==> config.mk <==
export PLATFORM = sky130hd
export DESIGN_NAME = output_vc_arbiter
export DESIGN_NICKNAME = d
export VERILOG_FILES = /design/src/rtl/router_pkg.sv /design/src/rtl/rr_arbiter.sv /design/src/rtl/output_vc_arbiter.sv
export SDC_FILE = /design/constraint.sdc
export NUM_CORES = 1
export LEC_CHECK = 0
export ABC_AREA = 1
export ABC_CLOCK_PERIOD_IN_PS = 3300
export CAP_MARGIN = 40
export CORE_AREA = 2 2 130 132
export DETAILED_ROUTE_END_ITERATION = 12
export DIE_AREA = 0 0 132 134
export GPL_ROUTABILITY_DRIVEN = 0
export PLACE_DENSITY = 0.83
export SLEW_MARGIN = 30
export SYNTH_ARGS = -nofsm -noshare
export SYNTH_HDL_FRONTEND = slang
export SYNTH_SLANG_ARGS = --single-unit
==> constraint.sdc <==
create_clock -name clk -period 3.3 [get_ports clk]
set_clock_uncertainty 0.2 [all_clocks]
set_input_delay 0.66 -clock clk [delete_from_list [all_inputs] [get_ports clk]]
set_output_delay 0.66 -clock clk [all_outputs]
set_load 0.01 [all_outputs]
==> src/rtl/router_pkg.sv <==
// router_pkg: shared router widths, header bit positions and VC buffer states.
package router_pkg;
   localparam int DATA_WIDTH = 64;
   localparam int VC_BIT     = 63;
   localparam int DIR_BIT    = 62;
   localparam int HOP_LSB    = 48;
   localparam int HOP_MSB    = 55;
   localparam int VC_EVEN    = 0;
   localparam int VC_ODD     = 1;
   typedef enum logic {EMPTY = 1'b0, FULL = 1'b1} buf_state_e;
endpackage

==> src/rtl/rr_arbiter.sv <==
// rr_arbiter: one-hot grant searching upward from pointer; pointer held at 0 gives fixed priority.
module rr_arbiter #(
   parameter int N_REQ = 2,
   localparam int PW = (N_REQ > 1) ? $clog2(N_REQ) : 1
) (
   input  logic [N_REQ-1:0] req,
   input  logic             enable,
   input  logic [PW-1:0]    pointer,
   output logic [N_REQ-1:0] grant
);
   always_comb begin
      grant = '0;
      for (int k = N_REQ - 1; k >= 0; k--)
         if (enable && req[(int'(pointer) + k) % N_REQ])
            grant = N_REQ'(1) << ((int'(pointer) + k) % N_REQ);
   end
endmodule

==> src/rtl/output_vc_arbiter.sv <==
// output_vc_arbiter: shares an even/odd VC buffer pair between N_REQ inputs and drains the link VC.
// FAIR_RR_EN selects round-robin arbitration; undefined gives fixed lowest-index priority.
module output_vc_arbiter
   import router_pkg::*;
#(
   parameter int DATA_WIDTH = router_pkg::DATA_WIDTH,
   parameter int N_REQ      = 2
) (
   input  logic                        clk,
   input  logic                        rst_n,
   input  logic                        polarity,
   input  logic [N_REQ-1:0]            req_even,
   input  logic [N_REQ-1:0]            req_odd,
   input  logic [N_REQ*DATA_WIDTH-1:0] data_even,
   input  logic [N_REQ*DATA_WIDTH-1:0] data_odd,
   output logic [N_REQ-1:0]            grant_even,
   output logic [N_REQ-1:0]            grant_odd,
   input  logic                        ri,
   output logic                        so,
   output logic [DATA_WIDTH-1:0]       dout,
   output logic                        full_even,
   output logic                        full_odd
);
   localparam int PW = (N_REQ > 1) ? $clog2(N_REQ) : 1;
   buf_state_e st_even, st_odd;
   logic [DATA_WIDTH-1:0] buf_even, buf_odd, win_even, win_odd;
   logic [PW-1:0] ptr_even, ptr_odd;
   assign full_even = (st_even == FULL);
   assign full_odd  = (st_odd == FULL);
   rr_arbiter #(.N_REQ(N_REQ)) u_arb_even (
      .req(req_even), .enable(rst_n && !full_even && !polarity),
      .pointer(ptr_even), .grant(grant_even)
   );
   rr_arbiter #(.N_REQ(N_REQ)) u_arb_odd (
      .req(req_odd), .enable(rst_n && !full_odd && polarity),
      .pointer(ptr_odd), .grant(grant_odd)
   );
   always_comb begin
      win_even = '0;
      win_odd  = '0;
      for (int i = 0; i < N_REQ; i++) begin
         if (grant_even[i]) win_even = data_even[i*DATA_WIDTH +: DATA_WIDTH];
         if (grant_odd[i]) win_odd = data_odd[i*DATA_WIDTH +: DATA_WIDTH];
      end
   end
   // Link VC is always the one opposite to the VC being filled.
   always_comb begin
      so   = rst_n && ri && (polarity ? full_even : full_odd);
      dout = so ? (polarity ? buf_even : buf_odd) : '0;
   end
   always_ff @(posedge clk) begin
      if (!rst_n) begin
         st_even  <= EMPTY;
         st_odd   <= EMPTY;
         buf_even <= '0;
         buf_odd  <= '0;
      end else begin
         if (|grant_even) begin
            buf_even <= win_even;
            st_even  <= FULL;
         end else if (so && polarity) st_even <= EMPTY;
         if (|grant_odd) begin
            buf_odd <= win_odd;
            st_odd  <= FULL;
         end else if (so && !polarity) st_odd <= EMPTY;
      end
   end
`ifdef FAIR_RR_EN
   function automatic logic [PW-1:0] next_ptr(input logic [N_REQ-1:0] g);
      next_ptr = '0;
      for (int i = 0; i < N_REQ - 1; i++)
         if (g[i]) next_ptr = PW'(i + 1);
   endfunction
   always_ff @(posedge clk) begin
      if (!rst_n) begin
         ptr_even <= '0;
         ptr_odd  <= '0;
      end else begin
         if (|grant_even) ptr_even <= next_ptr(grant_even);
         if (|grant_odd) ptr_odd <= next_ptr(grant_odd);
      end
   end
`else
   assign ptr_even = '0;
   assign ptr_odd  = '0;
`endif
endmodule

==> results.yml, run 1 <==
cells_and_area:
  area_growth_pct: 56.8
  n_antenna_cell: 0
  nNetsFinal: 1756
  design_area_um2: 11500
  drive_above_1_share: 0.0478
power_and_ir_drop:
  total_power_mw: 4.54
  powerDensity_nw_per_um2: 394
  clockPowerShare: 0.452
  p_leak_nw: 5.55
  pwr-share-comb: 0.177
  switching_share: 0.254
  p_int_mw: 3.39
  seq_power_share: 0.371
  ir_drop_mv: 0.349
  switching_power_mw: 1.15
route:
  via_count: 9199
  firstDrtPassIters: 5
  wirelength_mm: 28.6
  drc: 0
  first_iter_violations: 685
  wl_per_cell_um: 16.6
  ant_nets: 0
  vias_per_cell: 5.33
setup_path:
  cp_data_required_time_ps: 2440
  path_class: "in2out"
  reg2reg_depth: 7
  startpoint: "ri"
  crit_cells: 7
  cp_slowest_cell: "clkdlybuf4s50_1"
  worst_path_largest_cell_delay_ps: 560
  r2r_start: "full_odd"
  crit_path_frequent_cell: "clkdlybuf4s50_1"
  cp_top_family: "buffers and inverters"
  crit_arrival_ps: 2400
  cp-end-kind: "output port"
  rrSetupSlack_ps: 1260
  r2r_end: "buf_odd[35]"
  path_cells: "clkdlybuf4s50_1 -> nand2_1 -> a21oi_2 -> o21ai_4 -> buf_4 -> a21oi_1 -> clkdlybuf4s50_1"
  cp.buffers_inverters: 3
  endpoint: "dout[19]"
  startpoint_type: "input pin"
  crit_fanout: 15
grt:
  grt_start_max_net_pins: 75
  grtUsageTotal: 0.317
  top_usage_layer: "met2"
  grt_pass1_vias: 8658
  grt_use_met2: 0.524
  grt_use_met1: 0.388
  grtUsageMet3: 0.0741
  grt-ovfl-total: 0
  grt_first_pass_wirelength_mm: 45.1
  antenna_found_initial: 0
run_status:
  status: "finished clean"
synth:
  ys_warn_count: 0
  postSynthCellCount: 1221
  synth-seq-cells: 130
  synth_cell_types: 17
  yosys.area.top_type: "dfxtp_1"
  synthDominantCellAreaShare: 0.354
  synth_nets: 1485
  seq_area_frac_synth: 0.354
  synth_edf_count: 0
  synth.most_common_cell: "nand2_1"
  ys_async_sr_fraction: 0
  synthTopCellsByCount: "nand2_1 (517), inv_1 (134), dfxtp_1 (130)"
  syn_area_per_cell_um2: 6.02
  synth_area_leaders: "dfxtp_1 (35%), nand2_1 (26%), nand4_1 (11%), nand3_1 (8.7%), inv_1 (6.8%)"
  syn-cell-area_um2: 7350
  synth_flop_cell: "dfxtp_1"
clock_tree:
  clkSlewWorstSetupHoldPaths_ps: 50
  htreeDepth: 4
  cts_buffers: 17
  ctsRootBufferMaster: "clkbuf_16"
  cts-hold-fix-buffers: 0
  cts_tree: "done"
  clock_sinks: 130
  cts.path.max_buffers: 2
  insertion_delay_ps: 410
  cts_setup_buffers: 0
die:
  rows: 47
  fp.dieW_um: 132
  die_h_um: 134
  io_pins: 335
  initial_core_util: 0.451
  coreArea_um2: 16300
  dieArea_um2: 17700
sta:
  slew_violations: 0
  worstMarginPinSlew_ps: 810
  finalCritPeriodShare: 0.989
  worst_slack_ps: 37.4
  setup_violations: 0
  holdWs_ps: 306
  relSlewSlack: 0.460
  min_period_ps: 3260
  max_freq_mhz: 307
  final_hold_viol_count: 0
placed_design:
  dp_hpwl_mm: 19.0
  pre_cts_slack_ps: -71.7
  placed_cell_area_um2: 10800
  port-buffer-count: 334
min_path:
  hp-class: "reg2reg"
  whs_path_depth: 2
job:
  cap_violations: 0
logic make-up after synthesis:
group                  Yosys count  synth area share
AOI/OAI and AO/OA               72            0.0497
buffers and inverters          240             0.131
DFF                            130             0.354
and+or+nand+nor                779             0.465
through the flow:
stage                     std cells   util  TNS [ps]
after global placement         1691  0.662    -0.377
final                          1725  0.707         0
after global routing           1725  0.707    -0.384
after floorplan                1221      -         0
after detailed placement       1691  0.662      -861
after CTS                      1723  0.702         0
how the worst min path moves through the flow:
stage                      from     endpoint  slack [ps]
global placement      full_even    full_even         290
CTS                   full_even    full_even         310
finish                full_even    full_even         310
global route          full_even    full_even         360
floorplan           buf_even[0]  buf_even[0]         310
detailed placement    full_even    full_even         300
layout make-up:
| cell class | count | area, um^2 |
|---|---|---|
| clock inverters | 12 | 178 |
| fillers | 1382 | 4770 |
| well taps | 220 | 275 |
| multi-input cells | 851 | 3840 |
| repair buffers | 358 | 3650 |
| flip-flops and latches | 130 | 2600 |
| inverters | 134 | 503 |
| clock buffers | 20 | 467 |
worst min-delay path: stages (launching register included):
cell and delay, ps:
dfxtp_1 320, o21ai_0 70, a21oi_1 60
state kept, by name (all words and copies together) (netlist names):
register / count
full_odd: 1
full_even: 1
buf_even: 64
buf_odd: 64
cells in the final DEF (no fill, tap or decap):
cell and count:
inv_1 131, dfxtp_1 130, nand3_1 128, a21bo_2 1, nor3_2 1, o21ai_0 1, buf_2 3, nand4_1 128
clkbuf_16 17, a21oi_2 1, bufinv_16 4, nand2_1 517, dlymetal6s2s_1 13, clkinvlp_4 1, clkinv_4 2, nor2_4 2
a21oi_1 66, clkinv_2 3, clkdlybuf4s50_1 317, buf_12 6, buf_16 2, inv_2 3, inv_6 2, nor3_4 1
o21ai_4 3, nor2_1 2, buf_4 17, clkbuf_8 3
power by group through the flow:
| stage | logic [mW] | clock network, mW | registers (mW) |
|---|---|---|---|
| final | 0.804 | 2.05 | 1.69 |
| after global routing | 0.874 | 2.15 | 1.69 |
| after CTS | 0.792 | 2.08 | 1.68 |
| after detailed placement | 0.786 | 0 | 1.72 |
| after global placement | 0.778 | 0 | 1.72 |
| after floorplan | 0.344 | 0 | 1.71 |
metal layers:
| metal | share of wire | vias to the layer above | wire [um] |
|---|---|---|---|
| met1 | 0.39 | 4197 | 11300 |
| met5 | 0 | - | 0 |
| li1 | - | 4453 | - |
| met2 | 0.47 | 457 | 13500 |
| met4 | 0.047 | 0 | 1330 |
| met3 | 0.086 | 92 | 2470 |
repair_timing:
| item | 4_1_cts | 5_1_grt |
|---|---|---|
| cloned | 0 | 0 |
| gates resized for setup | 1 | 13 |
| setup endpoints to repair | 52 | 13 |
Note: power is estimated with default switching activity, not from simulation.
==> run 2, diff against run 1 <==
- PLACE_DENSITY: 0.83 -> 0.89
==> results.yml, run 2 (synthesized netlist as in run 1, its figures left out) <==
die:
  io_pins: 335
  coreArea_um2: 16300
  dieArea_um2: 17700
  fp.dieW_um: 132
  initial_core_util: 0.451
  die_h_um: 134
  rows: 47
clock_tree:
  clkSlewWorstSetupHoldPaths_ps: 50
  cts_buffers: 17
  insertion_delay_ps: 420
  cts_tree: "done"
  clock_sinks: 130
  ctsRootBufferMaster: "clkbuf_16"
  cts_setup_buffers: 0
  cts.repair.resized: 1
  htreeDepth: 4
  cts.path.max_buffers: 2
  cts-hold-fix-buffers: 0
setup_path:
  cp_slowest_cell: "clkdlybuf4s50_1"
  cp-end-kind: "output port"
  path_cells: "clkdlybuf4s50_1 -> nand2_1 -> a21oi_2 -> o21ai_4 -> buf_12 -> a21oi_1 -> clkdlybuf4s50_1"
  rrSetupSlack_ps: 1010
  cp_data_required_time_ps: 2440
  startpoint_type: "input pin"
  r2r_end: "buf_odd[15]"
  crit_arrival_ps: 2410
  crit_fanout: 34
  worst_path_largest_cell_delay_ps: 560
  endpoint: "dout[48]"
  startpoint: "ri"
  crit_path_frequent_cell: "clkdlybuf4s50_1"
  path_class: "in2out"
  reg2reg_depth: 8
  r2r_start: "full_odd"
cells_and_area:
  stdcell_count: 1726
  final_common_cell: "nand2_1"
  nNetsFinal: 1756
  fillerInstances: 1305
  area_growth_pct: 57.0
  drive_above_1_share: 0.0465
  reg_top3: "buf_even: 64 flops, buf_odd: 64 flops"
  final_cell_mix: "nand2_1 (517), clkdlybuf4s50_1 (289), inv_1 (131), dfxtp_1 (130)"
power_and_ir_drop:
  pwr-share-comb: 0.181
  p_int_mw: 3.32
  switching_power_mw: 1.15
  clockPowerShare: 0.442
  total_power_mw: 4.47
  p_leak_nw: 6.03
  ir_drop_mv: 0.357
  powerDensity_nw_per_um2: 388
  seq_power_share: 0.377
  switching_share: 0.256
route:
  wirelength_mm: 29.3
  wl_per_cell_um: 17.0
  first_iter_violations: 842
  drc: 0
  via_count: 9530
  vias_per_cell: 5.52
  firstDrtPassIters: 7
  ant_nets: 0
grt:
  antenna_found_initial: 1
  grt_pass1_vias: 9103
  grt_start_max_net_pins: 66
  grt_first_pass_wirelength_mm: 46.4
  grtUsageTotal: 0.324
  grt-ovfl-total: 0
min_path:
  hp-start: "full_even"
  hp-class: "reg2reg"
sta:
  finalCritPeriodShare: 0.991
  worstMarginPinSlew_ps: 810
  relSlewSlack: 0.460
  min_period_ps: 3270
  max_freq_mhz: 306
  final_hold_viol_count: 0
  setup_violations: 0
  slew_violations: 0
  worst_slack_ps: 29.3
job:
  cap_violations: 0
placed_design:
  placed_cells: 1692
  pre_cts_slack_ps: -81.6
  port-buffer-count: 334
  dp_hpwl_mm: 19.5
run_status:
  status: "finished clean"
[run 2: power by group through the flow]
stage | clock (mW) | sequential [mW] | combinational, mW
finish | 1.98 | 1.69 | 0.807
global route | 2.05 | 1.69 | 0.874
CTS | 1.99 | 1.69 | 0.794
detailed placement | 0 | 1.72 | 0.786
global placement | 0 | 1.72 | 0.777
floorplan | 0 | 1.71 | 0.344
[run 2: area by class of cell]
cell class | instances | area (um^2) | area share
diodes | 1 | 2.50 | 0.000217
clock buffers | 23 | 488 | 0.0423
clock inverters | 9 | 128 | 0.0111
inverters | 134 | 503 | 0.0436
multi-input cells | 851 | 3840 | 0.333
flip-flops and latches | 130 | 2600 | 0.226
well taps | 220 | 275 | 0.0239
repair buffers | 358 | 3690 | 0.320
[run 2: critical path: cells and delay by family]
kind                   cells  cell delay [ps]
buffers and inverters      3             1220
AND/OR/NAND/NOR            1               80
AO/OA/AOI/OAI              3              450
[run 2: stage by stage]
step	area, um^2	TNS, ps	util	hold slack (ps)
after floorplan	7350	0	-	306
after global placement	10800	0	0.662	285
after detailed placement	10800	-1640	0.662	315
after CTS	11400	0	0.700	324
after global routing	11500	-65.7	0.708	347
final	11500	0	0.708	319
[run 2: routing by layer]
layer | routed length, um | up-vias | global-route usage
li1 | - | 4456 | -
met1 | 11000 | 4348 | 0.384
met2 | 13900 | 604 | 0.544
met3 | 2690 | 122 | 0.0692
met4 | 1630 | 0 | 0.189
met5 | 0 | - | 0
[run 2: how the worst min path moves through the flow]
stage,end,slack [ps],cells after the start
5_1_grt,full_even,350,2
4_1_cts,full_even,320,2
6_report,full_even,320,2
3_5_place_dp,full_even,320,2
3_3_place_gp,full_even,290,2
2_1_floorplan,buf_even[0],310,4
